`src/rtl/decode_stage.sv`:
```
// decode_stage: registered instruction decode stage with a one-entry skid buffer.
//
// The incoming word is sliced and its immediate extended on the input side;
// the resulting bundle {fields, imm_ext, pc} is stored in a main register (M)
// whose contents drive every output. A second register (S) catches the word
// accepted in the cycle downstream stalls, so in_ready can come straight from
// a flop with no combinational path from out_ready.
//
// Ports
//   clk, rst            clock, synchronous active-high reset
//   in_valid/in_ready   upstream handshake; in_instr, in_pc, sext sampled on accept
//   flush               discard held words and any word accepted this cycle
//   out_valid/out_ready downstream handshake
//   opcode, fcode, rs, rt, imm, imm_ext, jaddr, out_pc   decoded bundle (from M)
//   dec_count           wrapping count of bundles handed downstream
module decode_stage #(
  parameter int INSTR_W = 32,
  parameter int OPC_W   = 2,
  parameter int FC_W    = 4,
  parameter int RA_W    = 5,
  parameter int IMM_W   = 16,
  parameter int DATA_W  = 32,
  parameter int PC_W    = 32,
  parameter int CNT_W   = 16
) (
  input  logic                        clk,
  input  logic                        rst,
  input  logic                        in_valid,
  output logic                        in_ready,
  input  logic [INSTR_W-1:0]          in_instr,
  input  logic [PC_W-1:0]             in_pc,
  input  logic                        sext,
  input  logic                        flush,
  output logic                        out_valid,
  input  logic                        out_ready,
  output logic [OPC_W-1:0]            opcode,
  output logic [FC_W-1:0]             fcode,
  output logic [RA_W-1:0]             rs,
  output logic [RA_W-1:0]             rt,
  output logic [IMM_W-1:0]            imm,
  output logic [DATA_W-1:0]           imm_ext,
  output logic [INSTR_W-OPC_W-FC_W-1:0] jaddr,
  output logic [PC_W-1:0]             out_pc,
  output logic [CNT_W-1:0]            dec_count
);

  localparam int JW   = INSTR_W - OPC_W - FC_W;
  // Bundle layout, LSB first: pc, jaddr, imm_ext, imm, rt, rs, fcode, opcode
  localparam int P_JA = PC_W;
  localparam int P_IX = P_JA + JW;
  localparam int P_IM = P_IX + DATA_W;
  localparam int P_RT = P_IM + IMM_W;
  localparam int P_RS = P_RT + RA_W;
  localparam int P_FC = P_RS + RA_W;
  localparam int P_OP = P_FC + FC_W;
  localparam int BW   = P_OP + OPC_W;

  logic [IMM_W-1:0]  in_imm;
  logic [DATA_W-1:0] in_ext;
  logic [BW-1:0]     in_bundle;

  logic [BW-1:0]     m_data_q, m_data_d, s_data_q, s_data_d;
  logic              m_valid_q, m_valid_d, s_valid_q, s_valid_d;
  logic              rdy_q, rdy_d;
  logic [CNT_W-1:0]  cnt_q, cnt_d;
  logic              accept, handoff;

  // Extension done bit-wise so DATA_W == IMM_W needs no zero-width replication
  always_comb begin
    in_imm = in_instr[IMM_W-1:0];
    in_ext = '0;
    in_ext[IMM_W-1:0] = in_imm;
    for (int i = IMM_W; i < DATA_W; i++) in_ext[i] = sext & in_imm[IMM_W-1];
  end

  assign in_bundle = {in_instr[INSTR_W-1 -: OPC_W],
                      in_instr[INSTR_W-OPC_W-1 -: FC_W],
                      in_instr[INSTR_W-OPC_W-FC_W-1 -: RA_W],
                      in_instr[INSTR_W-OPC_W-FC_W-RA_W-1 -: RA_W],
                      in_imm, in_ext, in_instr[JW-1:0], in_pc};

  assign accept  = in_valid && rdy_q;
  assign handoff = m_valid_q && out_ready;

  always_comb begin
    m_valid_d = m_valid_q;
    s_valid_d = s_valid_q;
    m_data_d  = m_data_q;
    s_data_d  = s_data_q;
    cnt_d     = cnt_q;
    if (handoff) cnt_d = cnt_q + CNT_W'(1);

    if (handoff) begin
      // S full implies in_ready was low, so no accept can collide with the refill
      if (s_valid_q) begin
        m_data_d  = s_data_q;
        s_valid_d = 1'b0;
      end else if (accept) begin
        m_data_d  = in_bundle;
      end else begin
        m_valid_d = 1'b0;
      end
    end else if (accept) begin
      if (!m_valid_q) begin
        m_valid_d = 1'b1;
        m_data_d  = in_bundle;
      end else begin
        s_valid_d = 1'b1;
        s_data_d  = in_bundle;
      end
    end

    // Flush drops everything, including a word accepted this cycle;
    // the handoff count above is left intact.
    if (flush) begin
      m_valid_d = 1'b0;
      s_valid_d = 1'b0;
    end

    rdy_d = !s_valid_d;
  end

  always_ff @(posedge clk) begin
    if (rst) begin
      m_valid_q <= 1'b0;
      s_valid_q <= 1'b0;
      m_data_q  <= '0;
      s_data_q  <= '0;
      rdy_q     <= 1'b1;
      cnt_q     <= '0;
    end else begin
      m_valid_q <= m_valid_d;
      s_valid_q <= s_valid_d;
      m_data_q  <= m_data_d;
      s_data_q  <= s_data_d;
      rdy_q     <= rdy_d;
      cnt_q     <= cnt_d;
    end
  end

  assign in_ready  = rdy_q;
  assign out_valid = m_valid_q;
  assign opcode    = m_data_q[P_OP +: OPC_W];
  assign fcode     = m_data_q[P_FC +: FC_W];
  assign rs        = m_data_q[P_RS +: RA_W];
  assign rt        = m_data_q[P_RT +: RA_W];
  assign imm       = m_data_q[P_IM +: IMM_W];
  assign imm_ext   = m_data_q[P_IX +: DATA_W];
  assign jaddr     = m_data_q[P_JA +: JW];
  assign out_pc    = m_data_q[PC_W-1:0];
  assign dec_count = cnt_q;

endmodule
```
`config.mk`:
```
export PLATFORM = sky130hd
export DESIGN_NAME = decode_stage
export DESIGN_NICKNAME = d
export VERILOG_FILES = /design/src/rtl/decode_stage.sv
export SDC_FILE = /design/constraint.sdc
export NUM_CORES = 1
export LEC_CHECK = 0
export ABC_AREA = 1
export ABC_CLOCK_PERIOD_IN_PS = 1400
export BUFFER_PORTS_ARGS = -buffer_cell sky130_fd_sc_hd__buf_2
export CORE_MARGIN = 3
export CORE_UTILIZATION = 40
export CTS_CLUSTER_SIZE = 8
export DETAILED_ROUTE_END_ITERATION = 16
export GPL_TIMING_DRIVEN = 0
export HOLD_SLACK_MARGIN = 0.06
export PLACE_DENSITY = 0.7
export SLEW_MARGIN = 20
export SYNTH_ARGS = -nofsm -noshare
export SYNTH_HDL_FRONTEND = slang
export SYNTH_SLANG_ARGS = --single-unit
```
`constraint.sdc`:
```
create_clock -name clk -period 1.4 [get_ports clk]
set_input_delay 0.35 -clock clk [delete_from_list [all_inputs] [get_ports clk]]
set_output_delay 0.35 -clock clk [all_outputs]
set_load 0.1 [all_outputs]
```
==> results.toml, run 1 <==
[status]
status = "complete, but fails checks"
violations = "negative setup slack"

[placement]
portBuffers = 209
dpl_cell_area_um2 = 8270
pre_cts_ws_ns = -0.658
hpwl_mm = 14.0
place_congestion = 0.848

[die]
io_pins = 210
chipWidth_um = 136
die-area_um2 = 18500
fp.coreArea_um2 = 16200
num_rows = 46
start_util = 0.417
fp.dieH_um = 136

[worst_setup_path]
crit_path_start = "m_data_q[89]"
crit_required_ns = 1.05
crit_fanout = 9
cpPeakStageDelay_ns = 0.36
worstRegToRegCells = 8
cp_cell_sequence = "buf_12, buf_4, buf_12"
crit_path_start_kind = "flop"
crit_path_end_kind = "output port"
cpMaxStageDelayCell = "dfxtp_4"
ff2ff_setup_slack_ns = -0.10
r2r_start = "out_valid"
endpoint = "imm_ext[19]"
cp.arrival_ns = 1.21
crit_family = "buffers and inverters"
path_class = "reg -> out"
timing.rr.end = "m_data_q[102]"
path_buf_inv = 3
path_depth = 3
cp_common_cell = "buf_12"

[detailed_routing]
route.met2.wl_mm = 12.6
drc_errors = 0
drt-total-wl_mm = 25.0
vias = 7461
antenna_left = 0
wl_per_cell_um = 17.0
top_layer_used = "met5"
wl_met3_mm = 1.83
drt-met1-wl_mm = 9.83
drtIter0Drc = 534
detail_route.vias_per_cell = 5.09
first_pass_iters = 7

[finish]
syn_to_final_growth_pct = 73.6
nNetsFinal = 1305
drive_above_1_share = 0.405
final_util = 0.724
final_cell_area_um2 = 11700
final_common_cell = "nand2_1"
final_cell_mix = "nand2_1 (154), nor2_1 (134), buf_6 (112)"

[power_and_ir_drop]
ir_drop_mv = 0.879
power_density_nw_per_um2 = 1200
p_leak_nw = 5.43

[clock_network]
root_buffer = "clkbuf_16"
cts_buffer_depth = 2
htreeDepth = 4
clkSinkCount = 149
path_clk_slew_ns = 0.06
hold_buffers = 0
cts_tree = "built"
clk_latency_ns = 0.42
cts_made_buffers = 17

[sta]
setup_viol_count_final = 75
worstMarginPinSlew_ns = 0.761
fin_crit_sh = 1.12
setup_slack_ns = -0.164
finalHoldViolCount = 0
rsz0062_at_grt = "yes"
fin_crit_ns = 1.56
final_max_slew_viol_count = 0
fin_skew_ns = 0.00946
timing.slew.headroom = 0.493
fmax_mhz = 639

[synth]
yosys_warnings = 0
synth_nets = 1036
yosysSeqAreaShare = 0.441
synth_cells = 965
syn_avg_cell_area_um2 = 7.01
ys_seq_elements = 149
syn_area_um2 = 6770
yosysUniqueCellTypes = 23

[worst_hold_path]
hp-class = "in -> reg"

[global_route]
grt_max_degree = 17
grt_pass1_wl_mm = 35.0
grt_pass1_vias = 6957
grt_antenna_before_repair = 2
grt-ovfl-total = 0
gr-usage-all-layers = 0.236

[run]
maxCapViolations = 0
## repair_timing
action	CTS	global route
buffers inserted	9	30
cloned	0	10
pin swaps	0	8
resized for setup	481	237
hold endpoints to repair	0	0
setup endpoints to repair	244	224
## synthesized netlist by cell type
library cell,instances,area [um^2]
nor3_1,1,5.00
a211oi_1,1,7.51
clkbuf_1,30,113
nor3b_1,1,7.51
a21oi_1,82,410
nand2_1,157,589
buf_6,7,78.8
buf_4,63,473
xor2_1,1,8.76
nand2_2,1,6.26
nor2_1,137,514
o21ai_2,1,8.76
o21ai_0,121,606
ha_1,1,12.5
o21ai_1,27,135
buf_2,19,95.1
o21bai_1,1,7.51
inv_1,98,368
nand3_1,61,305
dfxtp_1,149,2980
inv_2,1,3.75
buf_1,1,3.75
nand4_1,4,25.0
## metal layers
layer | up-vias | global-route usage
met5 | - | 0
met4 | 2 | 0.0756
met3 | 58 | 0.0681
met2 | 353 | 0.400
met1 | 3474 | 0.289
li1 | 3574 | -
## worst reg2reg max path, stage by stage (launching register included)
cell and delay (ns):
dfxtp_4 0.37, inv_4 0.07, nor2_4 0.04, o21ai_4 0.25
buf_6 0.14, buf_12 0.13, clkbuf_16 0.16, o21ai_1 0.09
a21oi_1 0.18
## state kept, by name (all words and copies together) (netlist names)
signal     count
s_data_q      65
m_data_q      65
out_valid      1
s_valid_q      1
dec_count     16
in_ready       1
## worst min path at each step
stage	slack (ns)	startpoint	cells past startpoint	to
final	0.17	rst	2	dec_count[11]
after global routing	0.17	rst	2	dec_count[11]
after CTS	0.16	in_pc[24]	3	s_data_q[24]
after detailed placement	0.44	s_data_q[121]	2	s_data_q[121]
after global placement	0.43	s_data_q[121]	2	s_data_q[121]
after floorplan	0.41	rst	1	dec_count[11]
## final cells by class
cell class	count	area (um^2)
timing repair buffer	258	3300
buffer	112	1110
multi-input combinational	597	2920
antenna	2	5.00
tap	216	270
clock inverter	6	82.6
inverter	99	377
clock buffer	26	542
sequential	149	3140
fill	1139	4490
## kinds of logic (layout without fill, tap and decap cells)
logic type | Yosys count | after routing | share of synthesized area
other | 0 | 2 | 0
XOR/XNOR | 1 | 1 | 0.00129
adder cells (fa/ha/maj) | 1 | 1 | 0.00185
buffers and inverters | 219 | 501 | 0.168
AO/OA/AOI/OAI | 233 | 233 | 0.174
AND/OR/NAND/NOR | 362 | 362 | 0.215
flip-flops | 149 | 149 | 0.441
## power by group
part	switching [mW]	total, mW	internal [mW]
logic	2.96	4.60	1.64
registers	0.214	4.63	4.42
clock network	1.78	4.81	3.03
total	4.95	14.0	9.09
## per-stage QoR
stage / TNS (ns) / power (mW) / hold slack, ns / instances
2_1_floorplan: -1.11 / 7.39 / 0.414 / 965
3_3_place_gp: -45.88 / 7.94 / 0.434 / 1390
3_5_place_dp: -48.62 / 7.96 / 0.440 / 1390
4_1_cts: -3.37 / 13.6 / 0.165 / 1430
5_1_grt: -7.18 / 14.4 / 0.171 / 1464
6_report: -3.64 / 14.0 / 0.173 / 1465
(Power assumes the default switching activity.)
==> inputs of run 2 (changes only) <==
- ABC_CLOCK_PERIOD_IN_PS: 1400 -> 1700
- clock period: 1.4 -> 1.7 ns (I/O delays scaled with it)
==> results.toml, run 2 (same netlist as run 1, synthesis figures left out) <==
[sta]
setup_viol_count_final = 0
setup_tns_ns = 0
setup_slack_ns = 0.0361
worstMarginPinSlew_ns = 0.502
fin_crit_sh = 0.979
fin_skew_ns = 0.0114
final_max_slew_viol_count = 0
fin_hold_ws_ns = 0.267
fmax_mhz = 601
fin_crit_ns = 1.66
rsz0062_at_grt = "no"
finalHoldViolCount = 0
timing.slew.headroom = 0.665

[finish]
final_cell_mix = "buf_2 (166), nand2_1 (157), nor2_1 (137)"
nFillCells = 1582
multi_input_area_um2 = 2650
drive_above_1_share = 0.313
regArea_um2 = 3030
nNetsFinal = 1264
antenna_cells = 0
final_cell_area_um2 = 8900
syn_to_final_growth_pct = 31.5
final_common_cell = "buf_2"

[global_route]
grt-ovfl-total = 0
grt_pass1_vias = 6122
grt_antenna_before_repair = 3
gr-usage-all-layers = 0.206
grt_max_degree = 18
grt_pass1_wl_mm = 30.6
met2_usage = 0.335
use_met3 = 0.0496
grt.busiest_layer = "met2"
use_met1 = 0.274

[worst_hold_path]
hold_path_end = "s_data_q[4]"
hold_start = "in_pc[4]"
hp-class = "in -> reg"
min_path_cells = 3

[power_and_ir_drop]
p_leak_nw = 4.50
ir_drop_mv = 0.685
power.total_mw = 10.0
power_density_nw_per_um2 = 1130

[run]
maxCapViolations = 0

[worst_setup_path]
worstRegToRegCells = 7
cp.arrival_ns = 1.24
crit_path_end_kind = "output port"
r2r_start = "out_valid"
crit_fanout = 3
crit_path_start_kind = "flop"
path_class = "reg -> out"
timing.rr.end = "m_data_q[1]"
crit_required_ns = 1.27
ff2ff_setup_slack_ns = 0.17

[placement]
pre_cts_ws_ns = -0.419
hpwl_mm = 13.8
dpl_cell_area_um2 = 8130
portBuffers = 209
place_congestion = 0.840

[detailed_routing]
wl_per_cell_um = 13.5
first_pass_iters = 5
drt-total-wl_mm = 19.2
detail_route.vias_per_cell = 4.75
drc_errors = 0
drtIter0Drc = 386
antenna_left = 0
vias = 6753

[clock_network]
clkSinkCount = 149
cts_made_buffers = 17
root_buffer = "clkbuf_16"
hold_buffers = 0
htreeDepth = 4
clk_latency_ns = 0.42
cts_tree = "built"
path_clk_slew_ns = 0.06
cts_buffer_depth = 2
cts_setup_buffers = 0

[die]
start_util = 0.417
fp.dieH_um = 136
chipWidth_um = 136
io_pins = 210
die-area_um2 = 18500
num_rows = 46
fp.coreArea_um2 = 16200

[status]
status = "completed"
==> run 2: cell count changes in the layout (fill, tap and decap cells not counted), moves of 13 or more <==
cell     before  now
buf_2        74  166
buf_6       112   22
buf_12       88    0
buf_4        37   99
o21ai_0      61  121
dfxtp_4      38    1
o21ai_1      57   27
o21ai_2      27    1
dfxtp_2      13   37
buf_8        21    0
a21oi_1      62   82
a21oi_2      20    0
dfxtp_1      98  111
==> run 2: where the power goes <==
group	internal [mW]	switching [mW]
Clock	2.06	1.43
Sequential	3.67	0.106
Combinational	0.587	2.19
Total	6.32	3.73
==> run 2: cell type report <==
cell class / instances / area share
Clock buffer: 21 / 0.0517
Multi-Input combinational cell: 597 / 0.298
Timing Repair Buffer: 209 / 0.141
Tap cell: 216 / 0.0304
Inverter: 99 / 0.0418
Clock inverter: 10 / 0.00928
Sequential cell: 149 / 0.341
Buffer: 120 / 0.0870
==> run 2: worst max-delay path: stages, from the launching register on <==
cell and delay (ns):
dfxtp_2 0.33, buf_4 0.09, buf_2 0.41
==> run 2: worst max path at each step <==
stage | cells after the start | start | endpoint
2_1_floorplan | 5 | dec_count[10] | dec_count[15]
3_3_place_gp | 6 | rst | s_data_q[30]
3_5_place_dp | 6 | rst | s_data_q[30]
4_1_cts | 2 | m_data_q[93] | jaddr[3]
5_1_grt | 2 | m_data_q[115] | rs[4]
6_report | 2 | m_data_q[115] | rs[4]
==> run 2: what timing repair did <==
action | in CTS | in global routing
setup endpoints to repair | 52 | 47
gates resized for setup | 68 | 28
cloned | 0 | 0
endpoints found under the hold margin | 0 | 0
==> run 2: routing by layer <==
metal	part of all wire	up-vias
met2	0.47	190
met3	0.063	22
met1	0.45	3062
met4	0.012	6
met5	0.0024	-
li1	-	3473
==> run 2: stage by stage <==
stage / cells / util
final: 1421 / 0.548
after global placement: 1390 / 0.501
after global routing: 1421 / 0.548
after detailed placement: 1390 / 0.501
after CTS: 1421 / 0.546
after floorplan: 965 / -
